<file path="config.mk">
export PLATFORM = sky130hd
export DESIGN_NAME = nibble_sort4_ctrl_flat
export DESIGN_NICKNAME = d
export VERILOG_FILES = /design/src/rtl/nibble_sort_pkg.sv /design/src/rtl/nibble_sort4_ctrl_if.sv /design/src/rtl/mag_cmp4.sv /design/src/rtl/nibble_sort4_ctrl.sv /design/src/flat_wrapper.sv
export SDC_FILE = /design/constraint.sdc
export NUM_CORES = 1
export LEC_CHECK = 0
export ABC_AREA = 0
export CORE_UTILIZATION = 45
export CTS_CLUSTER_DIAMETER = 100
export DETAILED_ROUTE_END_ITERATION = 12
export PLACE_DENSITY = 0.7
export SETUP_SLACK_MARGIN = 0.05
export SKIP_LAST_GASP = 1
export SLEW_MARGIN = 20
export SYNTH_ARGS = -nofsm -noshare
export SYNTH_HDL_FRONTEND = slang
export SYNTH_HIERARCHICAL = 1
export SYNTH_SLANG_ARGS = --single-unit
</file>
<file path="constraint.sdc">
create_clock -name clk -period 4.2 [get_ports clk]
set_input_delay 0.63 -clock clk [delete_from_list [all_inputs] [get_ports clk]]
set_output_delay 0.63 -clock clk [all_outputs]
set_load 0.01 [all_outputs]
</file>
<file path="src/rtl/nibble_sort_pkg.sv">
// Shared types and constants for the four-nibble sorter.
// The schedule lookup maps each step to the left index of the pair it compares.
package nibble_sort_pkg;

  typedef enum logic [1:0] {
    IDLE = 2'd0,
    SORT = 2'd1,
    DONE = 2'd2
  } state_e;

  localparam int         NUM_STEPS = 6;
  localparam logic [2:0] LAST_STEP = 3'(NUM_STEPS - 1);

  // Three passes of a four-element bubble sort, shrinking by one pair each pass.
  function automatic logic [1:0] pair_idx(input logic [2:0] step);
    case (step)
      3'd0:    pair_idx = 2'd0;
      3'd1:    pair_idx = 2'd1;
      3'd2:    pair_idx = 2'd2;
      3'd3:    pair_idx = 2'd0;
      3'd4:    pair_idx = 2'd1;
      default: pair_idx = 2'd0;
    endcase
  endfunction

endpackage

</file>
<file path="src/rtl/nibble_sort4_ctrl_if.sv">
// Producer/consumer bus of the nibble sorter.
// The master drives requests and samples results; the slave is the sorter.
interface nibble_sort4_ctrl_if;
  logic        start;
  logic        desc;
  logic [15:0] data_in;
  logic        busy;
  logic        done;
  logic [15:0] data_out;
  logic [2:0]  swap_cnt;

  modport master (
    output start, desc, data_in,
    input  busy, done, data_out, swap_cnt
  );

  modport slave (
    input  start, desc, data_in,
    output busy, done, data_out, swap_cnt
  );
endinterface

</file>
<file path="src/rtl/mag_cmp4.sv">
// Purely combinational 4-bit unsigned magnitude comparator.
// Exactly one of l/e/g is high for any input pair.
module mag_cmp4 (
  input  logic [3:0] a,
  input  logic [3:0] b,
  output logic       l,
  output logic       e,
  output logic       g
);
  assign l = (a < b);
  assign e = (a == b);
  assign g = (a > b);
endmodule

</file>
<file path="src/rtl/nibble_sort4_ctrl.sv">
// Sorts four nibbles with a fixed six-step bubble schedule on one shared comparator.
// Results are published only when a sort runs to completion.
module nibble_sort4_ctrl
  import nibble_sort_pkg::*;
(
  input  logic                 clk,
  input  logic                 rst,
  nibble_sort4_ctrl_if.slave   bus
);

  state_e            state_q, state_d;
  logic [2:0]        step_q, step_d;
  logic [3:0][3:0]   r_q, r_d;
  logic              desc_q, desc_d;
  logic [2:0]        swap_int_q, swap_int_d;
  logic [15:0]       data_out_q, data_out_d;
  logic [2:0]        swap_cnt_q, swap_cnt_d;

  logic [1:0]        idx;
  logic [3:0]        op_a, op_b;
  logic              cmp_l, cmp_e, cmp_g;
  logic              do_swap;
  logic [3:0][3:0]   r_swapped;

  assign idx  = pair_idx(step_q);
  assign op_a = r_q[idx];
  assign op_b = r_q[idx + 2'd1];

  mag_cmp4 u_cmp (
    .a (op_a),
    .b (op_b),
    .l (cmp_l),
    .e (cmp_e),
    .g (cmp_g)
  );

  // Equal operands never swap, which keeps the sort stable.
  assign do_swap = !cmp_e && (desc_q ? cmp_l : cmp_g);

  always_comb begin
    // NOTE: every signal gets a default first so no path leaves it unassigned (no latches).
    r_swapped = r_q;
    if (do_swap) begin
      r_swapped[idx]        = op_b;
      r_swapped[idx + 2'd1] = op_a;
    end
  end

  always_comb begin
    state_d    = state_q;
    step_d     = step_q;
    r_d        = r_q;
    desc_d     = desc_q;
    swap_int_d = swap_int_q;
    data_out_d = data_out_q;
    swap_cnt_d = swap_cnt_q;

    case (state_q)
      IDLE: begin
        if (bus.start) begin
          r_d        = bus.data_in;
          desc_d     = bus.desc;
          step_d     = 3'd0;
          swap_int_d = 3'd0;
          state_d    = SORT;
        end
      end
      SORT: begin
        r_d        = r_swapped;
        swap_int_d = swap_int_q + {2'b00, do_swap};
        if (step_q == LAST_STEP) begin
          data_out_d = r_swapped;
          swap_cnt_d = swap_int_q + {2'b00, do_swap};
          step_d     = 3'd0;
          state_d    = DONE;
        end else begin
          step_d = step_q + 3'd1;
        end
      end
      DONE:    state_d = IDLE;
      default: state_d = IDLE;
    endcase
  end

  always_ff @(posedge clk) begin
    // NOTE: sequential state uses non-blocking assignments so all flops update together.
    if (rst) begin
      state_q    <= IDLE;
      step_q     <= 3'd0;
      r_q        <= '0;
      desc_q     <= 1'b0;
      swap_int_q <= 3'd0;
      data_out_q <= 16'h0000;
      swap_cnt_q <= 3'd0;
    end else begin
      state_q    <= state_d;
      step_q     <= step_d;
      r_q        <= r_d;
      desc_q     <= desc_d;
      swap_int_q <= swap_int_d;
      data_out_q <= data_out_d;
      swap_cnt_q <= swap_cnt_d;
    end
  end

  assign bus.busy     = (state_q != IDLE);
  assign bus.done     = (state_q == DONE);
  assign bus.data_out = data_out_q;
  assign bus.swap_cnt = swap_cnt_q;

endmodule

</file>
<file path="src/flat_wrapper.sv">
// flat-port wrapper written by rule: the top's interface ports become plain ports
module nibble_sort4_ctrl_flat import nibble_sort_pkg::*;
  (clk, rst, bus_start, bus_desc, bus_data_in, bus_busy, bus_done, bus_data_out, bus_swap_cnt);
  nibble_sort4_ctrl_if bus_i ();
  input  logic clk;
  input  logic rst;
  input wire logic [$bits(bus_i.start)-1:0] bus_start;
  input wire logic [$bits(bus_i.desc)-1:0] bus_desc;
  input wire logic [$bits(bus_i.data_in)-1:0] bus_data_in;
  output wire logic [$bits(bus_i.busy)-1:0] bus_busy;
  output wire logic [$bits(bus_i.done)-1:0] bus_done;
  output wire logic [$bits(bus_i.data_out)-1:0] bus_data_out;
  output wire logic [$bits(bus_i.swap_cnt)-1:0] bus_swap_cnt;
  assign bus_i.start = bus_start;
  assign bus_i.desc = bus_desc;
  assign bus_i.data_in = bus_data_in;
  assign bus_busy = bus_i.busy;
  assign bus_done = bus_i.done;
  assign bus_data_out = bus_i.data_out;
  assign bus_swap_cnt = bus_i.swap_cnt;
  nibble_sort4_ctrl u_core (.clk(clk), .rst(rst), .bus(bus_i));
endmodule
</file>
==> flow_summary_export.csv <==
group,metric,value,unit
critical_path,arrival,4220,ps
power,vdd_drop_max,0.000219,V
critical_path,path_max_fanout,8,
critical_path,critical_path_required,4430,ps
placement,routabilityCongestion,0.972,
logic_synthesis,synthesis.yosys.warnings,6,
cts,cts_made_buffers,5,
logic_synthesis,synthesis.instances,349,
routing,vias,3013,
placement,port-buffer-count,40,
logic_synthesis,syn_area_per_cell,8.28,um^2
sta,setup_ws,204,ps
cells_and_area,layout.cells.most_common,"dfxtp_1",
placement,preCtsSetupSlack,-1.12,ps
cts,tritoncts_num_sinks,44,
run_status,outcome,"complete, no violations",
cts,count_of_h_tree_levels_built_during_cts,2,
sta,timing_max_transition_violations_final,0,
cells_and_area,design.final.nets,437,
logic_synthesis,synth_compound_area_share,29.0,%
floorplan,io-pin-count,41,
logic_synthesis,count_of_flip_flops_with_a_built_in_enable_after_synthesis,0,
floorplan,core_area,0.00606,mm^2
cts,cts-root-buf,"clkbuf_8",
cells_and_area,synthesis_to_finish_area_growth,27.5,%
logic_synthesis,netlist-cell-type-count,52,
global_routing,first_global_vias,2719,
cells_and_area,finalCoreUtilization,60.8,%
floorplan,dieHeight,82.1,um
cts,cts.reportedPaths.clkPinSlew,90,ps
routing,wire_per_inst,18.8,um
sta,finalSetupViolCount,0,
logic_synthesis,ys_seq_area_share,30.5,%
power,p_leak,1.40,nW
routing,via_per_inst,6.29,
global_routing,grt_start_max_net_pins,45,
logic_synthesis,synth_top_flop_cell,"dfxtp_1",
power,p_per_area,372,mW/mm^2
logic_synthesis,share_of_synthesized_area_spent_on_multiplexers,3.51,%
routing,detailedRoute.firstPassIterationCount,7,
placement,dp_hpwl,6.56,mm
logic_synthesis,synth_top_family_by_area,"compound AO/OA/AOI/OAI gates",
global_routing,antenna_found_initial,0,
critical_path,critical_path.endpoint_type,"register",
sta,timing_worst_slew_pin_value,832,ps
sta,time_the_worst_path_needs_with_i_o_delays_and_setup,4000,ps
logic_synthesis,postSynthNetCount,383,
job,drv_cap,0,
critical_path,path_class,"reg2reg",
cts,worstSkewPairLatency,310,ps
cts,clock_tree_from_tritoncts,"yes",
sta,period_share,95.1,%
floorplan,initial_utilization,47.7,%
global_routing,gr-usage-all-layers,28.5,%
global_routing,wire_length_of_the_first_global_routing_pass,14.1,mm
cells_and_area,post_route_cells_drive_above_1_share,17.1,%
routing,initialDrtViolationCount,168,
logic_synthesis,synth-seq-cells,44,
routing,drc_errors,0,
floorplan,rows,28,
routing,drt.antenna.violating_nets,0,
cells_and_area,filler_cell_count,565,
critical_path,critical_path.startpoint_type,"register",
logic_synthesis,synth_adder_area_share,6.06,%
logic_synthesis,synth_async_sr_flop_share,0,%
cells_and_area,mostFrequentLayoutCells,"43 x dfxtp_1, 40 x clkdlybuf4s50_1, 34 x buf_4",
logic_synthesis,netlist_area,0.00289,mm^2
cells_and_area,n_antenna_cell,0,
logic_synthesis,synth_xor_area_share,0.909,%
sta,finalHoldViolCount,0,
routing,postRouteWirelength,9.02,mm
floorplan,chipWidth,82.1,um
sta,timing.clock.skew,8.90,ps
global_routing,overflow,0,
cells_and_area,multi_input_area,0.00189,mm^2
sta,setup_repair_after_global_routing_missed_its_margin,"no",
cts,clock_tree.buffer_depth,2,
logic_synthesis,yosys.area_share.simple,24.3,%
sta,timing.max_slew.rel_slack,44.4,%
cells_and_area,ff_latch_area,882,um^2
floorplan,design.die.area,0.00674,mm^2
min_path,min_path_type,"reg2reg",
cts,cts_hold_buf,0,
sta,timing.fmax,250,MHz
-- kinds of logic after synthesis --
logic type | count (synthesis)
AND/OR/NAND/NOR | 121
AO/OA/AOI/OAI | 116
flip-flops | 44
buffers and inverters | 41
adder cells (fa/ha/maj) | 14
multiplexers | 10
XOR/XNOR | 3
-- critical path, stage by stage (launching register included) --
cell      delay [ps]
dfxtp_1          480
xnor2_2          140
nor2_1           140
inv_1            110
ha_2             210
nor4b_4          330
buf_4            210
a211oi_2          50
or2_2            280
ha_1             310
nand2_1           80
o21bai_4         180
and2_1           170
mux2i_4          280
nor2_1           160
ha_1             210
ha_1             210
xnor2_1          130
a211oi_1         210
-- sequential cells by signal, summed over array words and instances (netlist names) --
name                 count
u_core/step_q            3
u_core/r_q              16
u_core/desc_q            1
u_core/swap_int_q        3
u_core/bus.swap_cnt      3
u_core/state_q           2
u_core/bus.data_out     16
-- worst paths after layout --
kind                                                     startpoint                                   to  slack, ps  cells past startpoint
worst max-delay path                  u_core/step_q[0]$_SDFFE_PP0P_  u_core/bus.swap_cnt[2]$_SDFFE_PP0P_        200                     18
worst min-delay path            u_core/bus.swap_cnt[1]$_SDFFE_PP0P_  u_core/bus.swap_cnt[1]$_SDFFE_PP0P_        460                      2
worst max register to register        u_core/step_q[0]$_SDFFE_PP0P_  u_core/bus.swap_cnt[2]$_SDFFE_PP0P_        200                     18
worst min register to register  u_core/bus.swap_cnt[1]$_SDFFE_PP0P_  u_core/bus.swap_cnt[1]$_SDFFE_PP0P_        460                      2
-- synthesized netlist by cell type, drive strengths merged, types with 6 or more instances --
cell,n,area (um^2)
o31ai,7,52.6
nor2,27,101
nand3,10,50.1
a21o,6,45.0
and3,7,43.8
o41ai,7,61.3
buf,6,35.0
clkbuf,21,80.1
a21oi,24,124
or2,6,37.5
inv,14,52.6
a31oi,15,93.8
nor4bb,6,60.1
nor3,14,70.1
a311oi,9,78.8
nand2,16,60.1
nand3b,10,75.1
o21ai,14,70.1
mux2i,9,90.1
dfxtp,44,881
a32oi,9,78.8
o32ai,7,61.3
ha,14,175
-- stage by stage --
step | hold WS [ps] | setup TNS, ps | instances | power, mW | cell area [um^2]
global route | 491 | 0 | 479 | 1.44 | 3680
floorplan | 452 | 0 | 349 | 0.829 | 2910
detailed placement | 449 | -1.12 | 471 | 1.00 | 3540
global placement | 445 | 0 | 471 | 1.01 | 3540
finish | 458 | 0 | 479 | 1.37 | 3680
CTS | 462 | 0 | 479 | 1.35 | 3660
-- power breakdown --
| group | internal [mW] | total, mW | switching [mW] |
|---|---|---|---|
| clock network | 0.180 | 0.348 | 0.168 |
| registers | 0.438 | 0.463 | 0.0246 |
| logic | 0.224 | 0.559 | 0.335 |
-- cell type report --
type | instances | area share [%]
Multi-Input combinational cell | 264 | 51.2
Timing Repair Buffer | 74 | 17.8
Sequential cell | 44 | 23.9
Inverter | 14 | 1.43
Clock inverter | 3 | 1.26
Clock buffer | 5 | 1.87
Tap cell | 75 | 2.55
-- what timing repair did --
item                                   CTS  global route
endpoints found under the hold margin    0             0
buffers inserted                         0             0
resized for setup                        1             4
setup endpoints to repair                3            31
-- layer usage --
metal  share of wire [%]  up-vias  global-route usage, %  wire length [um]
met3                 6.0       25                   3.63               543
met1                  46     1414                   40.6              4160
met5                   0        -                      0                 0
met2                  44      129                   42.3              4000
li1                    -     1445                      -                 -
met4                 3.5        0                   13.3               318
Note: power is estimated with default switching activity, not from simulation.
